--- config.mk ---
export PLATFORM = sky130hd
export DESIGN_NAME = prog_ram
export DESIGN_NICKNAME = d
export VERILOG_FILES = /design/src/rtl/prog_ram.sv
export SDC_FILE = /design/constraint.sdc
export NUM_CORES = 1
export LEC_CHECK = 0
export CAP_MARGIN = 20
export CORE_MARGIN = 4
export CORE_UTILIZATION = 30
export DETAILED_ROUTE_END_ITERATION = 12
export GPL_ROUTABILITY_DRIVEN = 0
export PLACE_DENSITY = 0.57
export REMOVE_ABC_BUFFERS = 1
export SETUP_SLACK_MARGIN = 0.2
export SLEW_MARGIN = 20
export SYNTH_ARGS = -nofsm -noshare
export SYNTH_HDL_FRONTEND = slang
export SYNTH_SLANG_ARGS = --single-unit
--- constraint.sdc ---
create_clock -name clk -period 2.3 [get_ports clk]
set_input_delay 0.575 -clock clk [delete_from_list [all_inputs] [get_ports clk]]
set_output_delay 0.575 -clock clk [all_outputs]
set_load 0.03 [all_outputs]
--- src/rtl/prog_ram.sv ---
// prog_ram: writable program/data memory for the SAP-class CPU.
// Run mode serves the CPU bus (active-low CE_bar read, WE_bar write).
// Program mode hands the memory to a valid/ready byte loader that
// auto-increments its own address. Reset optionally zero-fills every word.
// Optional feature: define PROG_RAM_PARITY_EN to store an even-parity bit
// per word and report mismatches on reads through parity_err.
module prog_ram #(
  parameter int WORD_SIZE      = 8,
  parameter int ADDRESS_SIZE   = 4,
  parameter bit CLEAR_ON_RESET = 1'b1
) (
  input  logic                    clk,
  input  logic                    rst,
  input  logic                    prog_mode,
  input  logic                    CE_bar,
  input  logic                    WE_bar,
  input  logic [ADDRESS_SIZE-1:0] addr,
  input  logic [WORD_SIZE-1:0]    wdata,
  output logic [WORD_SIZE-1:0]    rdata,
  input  logic                    ld_valid,
  input  logic [WORD_SIZE-1:0]    ld_data,
  output logic                    ld_ready,
  output logic                    ld_done,
  output logic                    busy,
  input  logic                    parity_inject,
  output logic                    parity_err
);

  localparam int DEPTH = 1 << ADDRESS_SIZE;
  localparam logic [ADDRESS_SIZE-1:0] LAST_ADDR = ADDRESS_SIZE'(DEPTH - 1);
  localparam logic [WORD_SIZE-1:0]    ALL_ONES  = '1;

  typedef enum logic [1:0] {
    ST_CLEAR,
    ST_IDLE,
    ST_LOAD
  } state_t;

  state_t state_q, state_d;

  logic [ADDRESS_SIZE-1:0] clr_addr_q, clr_addr_d;
  logic [ADDRESS_SIZE-1:0] ld_addr_q, ld_addr_d;
  logic [WORD_SIZE-1:0]    rdata_q, rdata_d;
  logic                    ld_ready_q, ld_ready_d;
  logic                    ld_done_q, ld_done_d;
  logic                    busy_q, busy_d;

  // Storage array; contents are not reset, the CLEAR sequence initialises them.
  logic [WORD_SIZE-1:0] mem_q [DEPTH];

  // Single shared write port, steered by whichever agent owns the memory.
  logic                    mem_we;
  logic [ADDRESS_SIZE-1:0] mem_waddr;
  logic [WORD_SIZE-1:0]    mem_wdata;
  logic                    mem_winject;
  logic                    read_en;
  logic                    ld_xfer;

  // Next-state logic: picks the memory owner, write port source and counters.
  always_comb begin
    state_d     = state_q;
    clr_addr_d  = clr_addr_q;
    ld_addr_d   = ld_addr_q;
    ld_done_d   = 1'b0;
    read_en     = 1'b0;
    ld_xfer     = 1'b0;
    mem_we      = 1'b0;
    mem_waddr   = addr;
    mem_wdata   = wdata;
    mem_winject = 1'b0;

    unique case (state_q)
      ST_CLEAR: begin
        mem_we     = 1'b1;
        mem_waddr  = clr_addr_q;
        mem_wdata  = '0;
        clr_addr_d = clr_addr_q + 1'b1;
        if (clr_addr_q == LAST_ADDR) begin
          state_d = ST_IDLE;
        end
      end

      ST_IDLE: begin
        read_en = ~CE_bar;
        if (!WE_bar) begin
          mem_we      = 1'b1;
          mem_winject = parity_inject;
        end
        if (prog_mode) begin
          state_d   = ST_LOAD;
          ld_addr_d = '0;
        end
      end

      ST_LOAD: begin
        ld_xfer = ld_valid & ld_ready_q;
        if (ld_xfer) begin
          mem_we      = 1'b1;
          mem_waddr   = ld_addr_q;
          mem_wdata   = ld_data;
          mem_winject = parity_inject;
          ld_addr_d   = ld_addr_q + 1'b1;
          ld_done_d   = (ld_addr_q == LAST_ADDR);
        end
        if (!prog_mode) begin
          state_d = ST_IDLE;
        end
      end

      default: begin
        state_d = ST_IDLE;
      end
    endcase

    busy_d     = (state_d == ST_CLEAR);
    ld_ready_d = (state_d == ST_LOAD);
  end

  // Read data mux: only a run-mode read returns memory, everything else floats high.
  always_comb begin
    rdata_d = ALL_ONES;
    if (read_en) begin
      rdata_d = mem_q[addr];
    end
  end

  // Control registers; reset aborts any fill or load in progress.
  always_ff @(posedge clk or posedge rst) begin
    if (rst) begin
      if (CLEAR_ON_RESET) begin
        state_q <= ST_CLEAR;
      end else begin
        state_q <= ST_IDLE;
      end
      clr_addr_q <= '0;
      ld_addr_q  <= '0;
      rdata_q    <= ALL_ONES;
      ld_ready_q <= 1'b0;
      ld_done_q  <= 1'b0;
      busy_q     <= CLEAR_ON_RESET;
    end else begin
      state_q    <= state_d;
      clr_addr_q <= clr_addr_d;
      ld_addr_q  <= ld_addr_d;
      rdata_q    <= rdata_d;
      ld_ready_q <= ld_ready_d;
      ld_done_q  <= ld_done_d;
      busy_q     <= busy_d;
    end
  end

  // Memory write port; the read above sees the old word, giving read-before-write.
  always_ff @(posedge clk) begin
    if (mem_we && !rst) begin
      mem_q[mem_waddr] <= mem_wdata;
    end
  end

`ifdef PROG_RAM_PARITY_EN
  logic mem_par_q [DEPTH];
  logic parity_err_q, parity_err_d;

  // Parity storage written alongside every data write, optionally corrupted.
  always_ff @(posedge clk) begin
    if (mem_we && !rst) begin
      mem_par_q[mem_waddr] <= (^mem_wdata) ^ mem_winject;
    end
  end

  // Mismatch check only on run-mode reads, aligned with rdata.
  always_comb begin
    parity_err_d = 1'b0;
    if (read_en) begin
      parity_err_d = (mem_par_q[addr] != (^mem_q[addr]));
    end
  end

  // Parity error flag register.
  always_ff @(posedge clk or posedge rst) begin
    if (rst) begin
      parity_err_q <= 1'b0;
    end else begin
      parity_err_q <= parity_err_d;
    end
  end

  assign parity_err = parity_err_q;
`else
  logic unused_parity;
  assign unused_parity = parity_inject ^ mem_winject;
  assign parity_err    = 1'b0;
`endif

  assign rdata    = rdata_q;
  assign ld_ready = ld_ready_q;
  assign ld_done  = ld_done_q;
  assign busy     = busy_q;

endmodule

==> impl_summary.txt <==
----------------------------------------------------
[Pwr]
  Fraction of power consumed by combinational cells ... 25.3%
  Internal power ... 6.05 mW
  Net switching power figure ... 2.59 mW
  Proportion of power drawn by the clock network ... 31.3%
  Share of power burned in registers ... 43.4%
  Static leakage ... 2.68 nW
  Switch share ... 30.0%
  Power density of the placed cells ... 1090 nW/um^2
  Total Power ... 8.64 mW
  Worst ir drop on vdd ... between 0.6 and 0.7 mV

[Placement]
  Sum of net half-perimeters after detailed placement ... 8780 um
  Placement Setup Slack ... -376 ps
  Dpl cell area ... slightly above 7000 sq um
  Count of buffers inserted at the top-level ports ... 36

[Clock network]
  CTS hold repair buffers ... 0
  TritonCTS clock tree ... yes
  Clock Root Buffer ... sky130_fd_sc_hd__clkbuf_16
  Number of buffers created by CTS ... 17
  Number of sinks on the clock net ... 149
  Clock transition at path regs ... roughly 60 ps
  H-tree level count ... 4
  Clock insertion delay at the later pin of the skew report ... 420 ps
  CTS max path bufs ... 2

[Layout]
  Leading cell type in the layout, fill and taps excluded ... sky130_fd_sc_hd__edfxtp_1
  Flip-flop and latch area ... approximately 4400 sq um
  Footprint of the multi-input gates ... 1820 sq um
  Leading cell types in the layout, fill and taps excluded ... 128 x sky130_fd_sc_hd__edfxtp_1, 42 x sky130_fd_sc_hd__buf_4, 28 x sky130_fd_sc_hd__mux4_2
  Area growth from synthesis to final layout ... 25.6%
  Ratio of cells with drive above 1 in the final layout ... 34.7%
  Diode insertion count for antenna repair ... 0
  Post-layout net count ... 443
  Final Instance Area ... between 7000 and 8000 sq um
  Utilization of the core after routing ... 38.7%
  Number of filler cells placed in the layout ... 1896

[Yosys]
  Cells after Synth ... 332
  Part of the Yosys area used for sequential elements ... 69.5%
  Avg Synthesized Cell Area ... 19.0 sq um
  Register bit total from synthesis ... 149
  Post-synthesis cell type with the largest combined area ... sky130_fd_sc_hd__edfxtp_1
  Yosys warns ... 0
  Cell area after synthesis ... 6300 sq um
  Count of flip-flops with a built-in enable after synthesis ... 128
  Most used flip-flop cell after synthesis ... sky130_fd_sc_hd__edfxtp_1
  Fraction of synthesized cell area taken by the top area cell type ... 61.0%
  Synth cell types ... 55
  Synth area leaders ... sky130_fd_sc_hd__edfxtp_1 61%, sky130_fd_sc_hd__mux4_2 10%, sky130_fd_sc_hd__dfrtp_1 4.8%
  FFs w/ async S/R, synth ... about 14%

[Min path]
  Hold Path Class ... reg2reg

[Global route]
  First-pass GRT wire length ... 20400 um
  Remaining global-route overflow ... 0
  Antenna violations before repair ... 0
  Via count of the first global-routing pass ... 3476
  Total global-route track usage ... 11.5%
  Pin count of the biggest net entering global routing ... 28

[Outcome]
  Result of the run ... complete, no violations

[Detailed routing]
  Count of unresolved DRC violations after routing ... 0
  Post-route ant nets ... 0
  Pre-antenna DRT Iters ... 4
  Routed vias/inst ... 4.82
  WL per Instance ... 18.6 um
  Via count ... between 3000 and 4000
  Total wire length ... between 10000 and 15000 um
  First-iteration detailed-routing DRC count ... 230

[Timing]
  Largest clock skew in the final design ... 6.95 ps
  Final setup violation count ... 0
  Final period utilization ... 88.0%
  Number of max-slew violations in the final report ... 0
  Final critical-path setup slack ... between 200 and 300 ps
  Min cycle time layout ... between 2000 and 2500 ps
  Accumulated negative setup slack ... 0 ps
  Pin slew with the least headroom to its limit ... 561 ps
  Number of failing hold endpoints at the final stage ... 0
  Fmax ... ~490 MHz
  Relative slew slack ... 62.6%
  RSZ-0062 raised after global routing ... yes

[Worst setup path]
  Launching point of the worst reg2reg path ... ld_ready
  Buffering stage count on the worst path with inverters included ... 1
  Total stage count of the critical path ... 1
  Cells along the critical path ... dlygate4sd2_1
  Register-to-Register Setup Slack ... between 200 and 300 ps
  Worst EP arrival ... 1450 ps
  Source of the critical timing path ... ld_ready
  Category of the worst setup path launch point ... flip-flop
  Worst setup path category ... reg2out
  Slowest cell delay on critical path ... 570 ps
  Kind of end point of the critical path ... primary output
  Master of the slowest instance on the critical path ... sky130_fd_sc_hd__dfrtp_1
  Worst Path Required ... 1730 ps
  Worst reg2reg path depth ... 5
  Cell class contributing the biggest share of worst-path delay ... flip-flops
  Capture point of the worst reg-to-reg path ... mem_q[8][7]
  Maximum net fanout on the critical path ... 11
  Capture point of the critical path ... ld_ready

[Floorplan]
  Horizontal die dimension ... 153 um
  Initial Util ... 30.8%
  Floorplan die area ... between 20000 and 25000 sq um
  Rows ... 52
  Die Span Y ... 153 um
  Io pins ... 39
  Area of the core ... 20400 sq um

[Flow run]
  Count of max-cap constraint violations ... 0

----------------------------------------------------
-- worst min path at each step --
| stage | startpoint | to | slack (ps) | cells after the start |
|---|---|---|---|---|
| final | clr_addr_q[3] | clr_addr_q[3] | 500 | 1 |
| after global routing | clr_addr_q[3] | clr_addr_q[3] | 550 | 1 |
| after CTS | clr_addr_q[3] | clr_addr_q[3] | 500 | 1 |
| after detailed placement | clr_addr_q[3] | clr_addr_q[3] | 490 | 1 |
| after global placement | clr_addr_q[3] | clr_addr_q[3] | 490 | 1 |
| after floorplan | clr_addr_q[3] | clr_addr_q[3] | 470 | 1 |
-- registers in the layout, summed over array words and instances, names as in the netlist --
signal      count
busy            1
clr_addr_q      4
ld_addr_q       4
ld_done         1
ld_ready        1
mem_q         128
rdata           8
state_q         2
-- cells by family (layout without fill, tap and decap cells) --
| group | count (synthesis) | in the layout | synth area share [%] |
|---|---|---|---|
| multiplexers | 42 | 42 | 13.3 |
| AND/OR/NAND/NOR | 51 | 51 | 5.36 |
| buffers and inverters | 23 | 118 | 2.64 |
| XOR/XNOR | 4 | 4 | 0.556 |
| AO/OA/AOI/OAI | 60 | 60 | 8.18 |
| other | 1 | 1 | 0.0595 |
| adder cells (fa/ha/maj) | 2 | 2 | 0.397 |
| flip-flops | 149 | 149 | 69.5 |
-- layout make-up --
cell class / instances / share of cell area, %
timing repair buffer: 84 / 9.77
multi-input combinational: 160 / 23.0
clock buffer: 17 / 5.37
tap: 270 / 4.27
sequential: 149 / 55.4
inverter: 2 / 0.0948
clock inverter: 15 / 2.07
-- timing repair --
item                       4_1_cts  5_1_grt
setup endpoints to repair      138      210
cloned                           0        1
buffers inserted                 3        1
pin swaps                        1        5
resized for setup               23        9
-- power by group through the flow --
stage / registers (mW) / logic (mW) / clock network [mW]
3_5_place_dp: 3.82 / 2.06 / 0
5_1_grt: 3.78 / 2.38 / 2.91
4_1_cts: 3.76 / 2.19 / 2.77
6_report: 3.75 / 2.18 / 2.71
3_3_place_gp: 3.80 / 1.99 / 0
2_1_floorplan: 3.90 / 1.05 / 0
-- cell usage after synthesis (3+ instances only) --
| cell | count |
|---|---|
| sky130_fd_sc_hd__and2_1 | 4 |
| sky130_fd_sc_hd__nor4b_2 | 4 |
| sky130_fd_sc_hd__mux4_1 | 4 |
| sky130_fd_sc_hd__a21oi_1 | 6 |
| sky130_fd_sc_hd__mux2i_1 | 9 |
| sky130_fd_sc_hd__edfxtp_1 | 128 |
| sky130_fd_sc_hd__o211ai_1 | 9 |
| sky130_fd_sc_hd__nand2b_1 | 3 |
| sky130_fd_sc_hd__dfstp_2 | 9 |
| sky130_fd_sc_hd__nor2_1 | 7 |
| sky130_fd_sc_hd__buf_2 | 5 |
| sky130_fd_sc_hd__a22oi_1 | 9 |
| sky130_fd_sc_hd__mux4_2 | 28 |
| sky130_fd_sc_hd__nand3_1 | 3 |
| sky130_fd_sc_hd__nor3_1 | 8 |
| sky130_fd_sc_hd__a22o_1 | 16 |
| sky130_fd_sc_hd__clkbuf_1 | 4 |
| sky130_fd_sc_hd__a21boi_0 | 4 |
| sky130_fd_sc_hd__nand2_1 | 6 |
| sky130_fd_sc_hd__buf_4 | 5 |
| sky130_fd_sc_hd__dfrtp_1 | 12 |
| sky130_fd_sc_hd__buf_6 | 3 |
-- metal layers --
layer  vias to the layer above  GRT usage (%)  part of all wire (%)
met2                        69           19.1                    51
met1                      1734           14.7                    44
met5                         -              0                     0
met3                        17           2.52                   3.1
li1                       1543              -                     -
met4                         0           4.84                   1.7
-- metrics by stage --
stage	hold WS, ps	cells
6_report	500	697
5_1_grt	547	697
4_1_cts	503	695
3_5_place_dp	494	660
3_3_place_gp	495	660
2_1_floorplan	468	311
(Power assumes the default switching activity.)
